$ cat src/rtl/risc_v_trace_buffer_pkg.sv
// Shared types for the RISC-V probe trace buffer: capture FSM state encodings.
package risc_v_trace_buffer_pkg;

  typedef enum logic [1:0] {
    TB_IDLE  = 2'd0,
    TB_ARMED = 2'd1,
    TB_POST  = 2'd2,
    TB_DONE  = 2'd3
  } tb_state_e;

endpackage

$ cat src/rtl/risc_v_trace_buffer_trace_ram.sv
// Trace storage: DEPTH x W, one synchronous write port, one asynchronous read port, no reset.
module risc_v_trace_buffer_trace_ram #(
  parameter int W     = 32,
  parameter int DEPTH = 16,
  localparam int AW   = $clog2(DEPTH)
) (
  input  logic          clk,
  input  logic          we,
  input  logic [AW-1:0] waddr,
  input  logic [W-1:0]  wdata,
  input  logic [AW-1:0] raddr,
  output logic [W-1:0]  rdata
);

  logic [W-1:0] mem [DEPTH];

  always_ff @(posedge clk) begin
    if (we) mem[waddr] <= wdata;
  end

  assign rdata = mem[raddr];

endmodule

$ cat src/rtl/risc_v_trace_buffer.sv
// Probe trace buffer: circular capture of CH probe words, stops POST_TRIG samples after a
// trigger, then streams the buffer out oldest-first over valid/ready.
//  state    | meaning
//  TB_IDLE  | waiting for arm, storage untouched
//  TB_ARMED | writing every en sample, waiting for a qualified trigger
//  TB_POST  | writing the post-trigger samples
//  TB_DONE  | streaming the captured samples out
module risc_v_trace_buffer
  import risc_v_trace_buffer_pkg::*;
#(
  parameter int DATA_W    = 32,
  parameter int CH        = 4,
  parameter int DEPTH     = 16,
  parameter int POST_TRIG = 8,
  localparam int SW_W     = CH * DATA_W,
  localparam int AW       = $clog2(DEPTH)
) (
  input  logic            clk,
  input  logic            rst,
  input  logic            clr,
  input  logic            arm,
  input  logic            en,
  input  logic            trig_in,
  input  logic [SW_W-1:0] probe,
  output logic            rd_valid,
  input  logic            rd_ready,
  output logic [SW_W-1:0] rd_data,
  output logic            rd_last,
  output logic [1:0]      state,
  output logic [AW:0]     count,
  output logic [AW-1:0]   trig_idx
);

  localparam logic [AW:0]   DEPTH_C   = (AW+1)'(DEPTH);
  localparam logic [AW:0]   CNT_ONE   = (AW+1)'(1);
  localparam logic [AW:0]   TRIG_OFS  = (AW+1)'(POST_TRIG + 1);
  localparam logic [AW-1:0] PTR_ONE   = AW'(1);
  localparam logic [AW-1:0] POST_INIT = AW'(POST_TRIG);

  tb_state_e     state_q;
  logic [AW-1:0] wr_ptr, rd_ptr, post_q, trig_idx_q, wr_ptr_inc;
  logic [AW:0]   count_q, remaining, count_inc;
  logic          we, done_hit;

  assign we         = (state_q == TB_ARMED || state_q == TB_POST) && en && !clr;
  assign wr_ptr_inc = wr_ptr + PTR_ONE;
  assign count_inc  = (count_q == DEPTH_C) ? count_q : count_q + CNT_ONE;
  // The write that completes the capture: trigger itself when there is no post window.
  assign done_hit   = (state_q == TB_ARMED && trig_in && POST_TRIG == 0) ||
                      (state_q == TB_POST && post_q == PTR_ONE);

  assign rd_valid = (state_q == TB_DONE) && (remaining != '0);
  assign rd_last  = rd_valid && (remaining == CNT_ONE);
  assign state    = state_q;
  assign count    = count_q;
  assign trig_idx = trig_idx_q;

  always_ff @(posedge clk or posedge rst) begin
    if (rst) begin
      state_q    <= TB_IDLE;
      wr_ptr     <= '0;
      rd_ptr     <= '0;
      count_q    <= '0;
      post_q     <= '0;
      remaining  <= '0;
      trig_idx_q <= '0;
    end else if (clr) begin
      state_q   <= TB_IDLE;
      remaining <= '0;
    end else begin
      case (state_q)
        TB_IDLE: begin
          if (arm) begin
            state_q <= TB_ARMED;
            wr_ptr  <= '0;
            count_q <= '0;
          end
        end
        TB_ARMED, TB_POST: begin
          if (en) begin
            wr_ptr  <= wr_ptr_inc;
            count_q <= count_inc;
            if (done_hit) begin
              state_q    <= TB_DONE;
              rd_ptr     <= (count_inc == DEPTH_C) ? wr_ptr_inc : '0;
              remaining  <= count_inc;
              trig_idx_q <= AW'(count_inc - TRIG_OFS);
            end else if (state_q == TB_ARMED && trig_in) begin
              state_q <= TB_POST;
              post_q  <= POST_INIT;
            end else if (state_q == TB_POST) begin
              post_q <= post_q - PTR_ONE;
            end
          end
        end
        TB_DONE: begin
          if (rd_valid && rd_ready) begin
            rd_ptr    <= rd_ptr + PTR_ONE;
            remaining <= remaining - CNT_ONE;
            if (rd_last) state_q <= TB_IDLE;
          end
        end
        default: state_q <= TB_IDLE;
      endcase
    end
  end

  risc_v_trace_buffer_trace_ram #(
    .W     (SW_W),
    .DEPTH (DEPTH)
  ) u_trace_ram (
    .clk   (clk),
    .we    (we),
    .waddr (wr_ptr),
    .wdata (probe),
    .raddr (rd_ptr),
    .rdata (rd_data)
  );

endmodule

$ cat config.mk
export PLATFORM = sky130hd
export DESIGN_NAME = risc_v_trace_buffer
export DESIGN_NICKNAME = d
export VERILOG_FILES = /design/src/rtl/risc_v_trace_buffer_pkg.sv /design/src/rtl/risc_v_trace_buffer_trace_ram.sv /design/src/rtl/risc_v_trace_buffer.sv
export SDC_FILE = /design/constraint.sdc
export NUM_CORES = 2
export LEC_CHECK = 0
export CORE_MARGIN = 4
export CORE_UTILIZATION = 35
export DETAILED_ROUTE_END_ITERATION = 10
export PLACE_DENSITY_LB_ADDON = 0.1
export SYNTH_ARGS = -nofsm -noshare
export SYNTH_HDL_FRONTEND = slang
export SYNTH_HIERARCHICAL = 1
export SYNTH_SLANG_ARGS = --single-unit
$ cat constraint.sdc
create_clock -name clk -period 14.1 [get_ports clk]
set_clock_uncertainty 0.05 [all_clocks]
set_input_delay 2.82 -clock clk [delete_from_list [all_inputs] [get_ports clk]]
set_output_delay 2.82 -clock clk [all_outputs]
set_load 0.05 [all_outputs]
# --- Word-level counts from Yosys, hierarchy flattened ---
# Memories as Yosys holds them, arrays and structs flattened.
# Index checks and enable logic that the tools add are counted.
word_totals:
  latch_bits: 0
  out_inout_bits: 141
  regBits: 28
  mem_count: 1
  mem_bits_ro: 0
  word_cells: 84
  inputBits: 135
  ram_bits: 2048
classes:
  order_cmp: 0
  n_mux: 29
  div: 0
  n_addsub: 6
  n_eq_ne: 17
  multipliers: 0
  reduce_logical: 22
  n_shift: 0
  bitwise_logic: 2
memory_table:
  columns: ["name", "depth", "width", "rd", "rd_clocked_by_memory_dff", "write_ports", "line", "source"]
  rows:
  - ["u_trace_ram.mem", 16, 128, 1, 0, 1, "risc_v_trace_buffer_trace_ram.sv:15", "logic [W-1:0] mem [DEPTH];"]
ops:
  columns: ["operator", "count"]
  rows:
  - ["$mux W5", 7]
  - ["$mux W4", 8]
  - ["$pmux W5 S2", 2]
  - ["$pmux W4 S2", 2]
  - ["$reduce_and A5 Y1", 3]
  - ["$mux W2", 7]
  - ["$ne A3 B3 Y1 const B", 4]
  - ["$reduce_and A4 Y1", 3]
  - ["$eq A5 B5 Y1 const B", 2]
  - ["$add A4 B1 Y4 const B", 2]
  - ["$logic_and A1 B1 Y1", 7]
  - ["$ne A2 B2 Y1 const B", 3]
  - ["$pmux W2 S3", 1]
  - ["$reduce_bool A2 Y1", 3]
  - ["$add A5 B1 Y5 const B", 1]
  - ["$eq A5 B1 Y1 const B", 1]
  - ["$reduce_bool A5 Y1", 1]
  - ["$sub A5 B1 Y5 const B", 1]
  - ["$eq A2 B2 Y1 const B", 2]
  - ["$eq A4 B1 Y1 const B", 1]
  - ["$ne A4 B4 Y1 const B", 1]
  - ["$sub A4 B1 Y4 const B", 1]
  - ["$sub A4 B4 Y4 const B", 1]
  - ["$ne A3 B2 Y1 const B", 1]
  - ["9 further kinds", 11]

# --- Depth between registers and ports, before layout ---
depth:
  ltp_word: 7
  ltp_mapped: 9
  depth_no_buf: 9

# --- Modules after synthesis ---
# Netlist, hierarchy kept.
by_module_without_submodules:
  columns: ["module", "cells_each", "n_inst", "seq_area_each_um2", "area_per_inst_um2"]
  rows:
  - ["risc_v_trace_buffer_trace_ram", 3237, 1, 61499.0, 76768.6]
  - ["risc_v_trace_buffer", 188, 1, 700.7, 1745.4]

# --- Worst setup path before layout ---
# Ideal clock, no wire load.
synth_path:
  kind: "in2reg"
  startpoint: "input port clr"
  endpoint: "memory u_trace_ram/mem[0][0] in the netlist's numbering, enable pin"
  arrival_time_ps: 12303
  n_path_buf: 0
  setup_ps: 772
  stages: 4
  setup_slack_ps: 975
  required_time_ps: 13278
  path_cell_list: "nand3b_1 -> inv_1 -> or3b_2 -> nor3_1"
synth_via:
  elab_chain_cells: 4
synth_lines:
  columns: ["item", "line", "source"]
  rows:
  - ["start, declared", "risc_v_trace_buffer.sv:20", "input logic clr,"]
  - ["$logic_not A1 Y1", "risc_v_trace_buffer.sv:45", "assign we = (state_q == TB_ARMED || state_q == TB_POST) && en && !clr;"]
  - ["$logic_and A1 B1 Y1", "risc_v_trace_buffer.sv:45", null]
  - ["net we", "risc_v_trace_buffer.sv:43", "logic we, done_hit;"]
  - ["$mux W1", "risc_v_trace_buffer_trace_ram.sv:18", "if (we) mem[waddr] <= wdata;"]
  - ["$mux W1 (not written as such)", "risc_v_trace_buffer_trace_ram.sv:18", null]
  - ["end, declared", "risc_v_trace_buffer_trace_ram.sv:15", null]
# The timed path passes the listed nets, and every way through them passes these cells.

# --- Worst setup path in the final report ---
layout_path:
  startpoint: "register rd_ptr[0]"
  endpoint: "output port rd_data[15]"
layout_via:
  elab_chain_cells: 1
layout_lines:
  columns: ["item", "line", "source"]
  rows:
  - ["start, declared", "risc_v_trace_buffer.sv:41", "logic [AW-1:0] wr_ptr, rd_ptr, post_q, trig_idx_q, wr_ptr_inc;"]
  - ["start signal, assigned", "risc_v_trace_buffer.sv:85", "rd_ptr <= (count_inc == DEPTH_C) ? wr_ptr_inc : '0;"]
  - ["start signal, assigned", "risc_v_trace_buffer.sv:98", "rd_ptr <= rd_ptr + PTR_ONE;"]
  - ["$mem_v2 Z16 W128", null, null]
  - ["end, declared", "risc_v_trace_buffer.sv:27", "output logic [SW_W-1:0] rd_data,"]
# No other way between the ends.

==> results.md <==
* Final period util at 57.6%
* Fillers at ~20000
* Setup TNS Final at 0 ps
* Required time of the critical path at between 10000 and 15000 ps
* DP HPWL at just over 100 mm
* Final wirelength at between 200 and 250 mm
* Initial antenna violation count at 38
* Vias post-DR at 36619
* GP Congestion at roughly 0.7
* Cells after Synth at 3425
* Via density at 5.24
* Clk sink count at 2076
* First-pass DRT Iterations at 7
* Top area cells in the synthesized netlist: edfxtp_1 (78%), mux4_2 (14%), a22oi_1 (2.1%), mux2i_1 (1.1%), dfrtp_1 (0.89%)
* CTS max path bufs at 3
* Total setup buffers inserted after CTS at 0
* Starting DRT DRC Count at 2906
* Mapped cell area at 0.0785 mm²
* Buffers added on ports at between 200 and 300
* Grt total ovfl at 0
* Die area at ~0.23 mm²
* Setup violations, final at 0
* Ys async rst share at ~1.3%
* Fin util at 41.2%
* Slew Viols, Final at 0
* Share of cells above drive strength 1 at between 20% and 30%
* CP endpoint kind: output port
* Post-synthesis mux area share at 14.8%
* Final nets at roughly 4000
* Synth Flop Type: edfxtp_1
* Post-synthesis simple-gate area fraction at under 10%
* Yosys top cell area share at ~78%
* Library cells used by synthesis at 57
* CTS buffer count at 223
* Outcome: finished, final reports clean
* Complex-gate fraction of the synthesized area at 3.15%
* Core Box Area at ~0.22 mm²
* XOR/XNOR Fraction of Synth Area at less than 1%
* Clk Latency, worst-skew pair at around 840 ps
* Post-CTS resize count at 0
* Arr. time, crit path at ~5300 ps
* Max_cap viols at 0
* Post-synth EDFFs at slightly above 2000
* Synth area leader: edfxtp_1
* Die X-Extent at 482 µm
* Register area share after synthesis at between 70% and 80%
* Lkg Pwr at around 28 nW
* Root Buffer: clkbuf_16
* #FFs+latches synth at approximately 2100
* GRT Overall Usage at between 10% and 20%
* Largest net degree at the start of global routing at 127
* Number of global-route vias before repair at around 39000
* RSZ-0062 raised after global routing: no
* # hold bufs at CTS at 0
* Clock Pin Slew Worst Setup and Hold Paths at 60 ps
* Peak Freq at ~120 MHz
* Area Growth Syn to Fin at 16.9%
* Residual DRC at 0
* CP max FO at 104
* Total power at 14.7 mW
* Antenna viol nets, final at 0
* Top Ports at 276
* First-pass GRT wire length at between 200 and 300 mm
* Top sig layer: met5
* Met2 wire length at a little over 100 mm
* Htree depth at 4
* Top cells by count, synth: edfxtp_1 (2048), mux4_2 (476), a22oi_1 (219)
* Worst hold path type: reg2reg
* Count leader, synth: edfxtp_1
* Relative slew slack at 12.8%
* Initial Utilization at 35.3%
* PD cells at between 150 and 200 mW/mm²
* Post-Synth Adder-Cell Area at less than 1%
* Mean Syn Cell Area at approximately 23 µm²
* Wire length on met1 at about 90 mm
* WL met3 at 10.3 mm
* Setup CP Type: reg2out
* R2R Setup Slk at around 9400 ps
* Largest family of logic cells by synthesized area: multiplexers
* Tmin final at just over 8000 ps
* Final hold viol count at 0
* Row Count at approximately 170
* CTS tree: built
* Syn Nets at about 3600
* Max VDD drop at between 0.1 and 0.15 mV
* Yosys Warn Count at 6
* Slew @ Worst Pin at roughly 1300 ps
* Die Ht at between 400 and 500 µm
* CP startpoint kind: flop
* Routed len/inst at about 30 µm
## routing by layer
layer / GRT usage (%) / up-vias
met4: 4.68 / 14
li1: - / 15448
met3: 3.36 / 306
met2: 29.1 / 859
met1: 24.2 / 19992
met5: 0 / -
## final timing paths
check / end / depth (start not counted) / startpoint
setup / recovery: rd_data[15] / 6 / rd_ptr[0]
hold / removal: trig_idx[3] / 2 / trig_idx[3]
setup reg to reg: u_trace_ram/mem[5][34] / 8 / state[1]
hold reg to reg: trig_idx[3] / 2 / trig_idx[3]
max in group asynchronous: rd_ptr[2] / 3 / rst
min in group asynchronous: state[0] / 3 / rst
## stage by stage
| step | hold WS [ps] | instances | setup slack, ps | instance area, µm² |
|---|---|---|---|---|
| final | 436 | 6982 | 5970 | 91800 |
| after global routing | 473 | 6974 | 5480 | 91700 |
| after CTS | 442 | 6968 | 5650 | 91700 |
| after detailed placement | 429 | 6570 | 6610 | 85000 |
| after global placement | 426 | 6570 | 6630 | 85000 |
| after floorplan | 410 | 3425 | 975 | 78500 |
## cell type report
cell class	instances	area, µm²	share of cell area (%)
timing repair buffer	351	3500	3.81
tap	2975	3720	4.06
antenna	14	35.0	0.0382
multi-input combinational	1150	15500	16.9
sequential	2076	62200	67.8
clock inverter	106	823	0.897
inverter	18	67.6	0.0736
clock buffer	292	5930	6.47
## cells by family (layout without fill, tap and decap cells)
logic type      Yosys count  after routing
flops                  2076           2076
mux                     564            564
compound gates          345            345
simple gates            221            221
buf+inv                 199            767
fa+ha+maj                13             13
xor+xnor                  7              7
other cells               0             14
## cells in the final DEF (no fill, tap or decap), types with 11 or more instances in the layout
cell type and count:
o211ai_1 17, edfxtp_1 2048, a211oi_1 19, a21oi_1 27
clkinv_1 53, clkbuf_16 227, a22oi_1 219, ha_1 13
buf_12 14, nand2_1 135, diode_2 14, inv_1 17
o21ai_0 21, clkbuf_1 64, clkdlybuf4s50_1 275, o22ai_1 21
clkinv_2 28, dfrtp_1 24, nor2b_1 11, buf_4 62
nor2_4 14, mux4_2 476, mux2i_1 86
## flip-flops by register name, indices dropped and copies added, names as in the netlist
signal,cells
u_trace_ram/mem,2048
count,5
remaining,5
post_q,4
rd_ptr,4
trig_idx,4
wr_ptr,4
state,2
## critical path: stages, from the launching register on
cell and delay [ps]:
dfrtp_4 910, buf_4 830, buf_12 630, mux4_2 600, a22oi_1 210, nand2_1 220
clkdlybuf4s50_1 760
## power breakdown
group	switching, mW	internal [mW]
registers	0.0540	6.88
clock network	2.35	3.12
logic	1.33	0.994
total	3.74	11.0
Note: power is estimated with default switching activity, not from simulation.
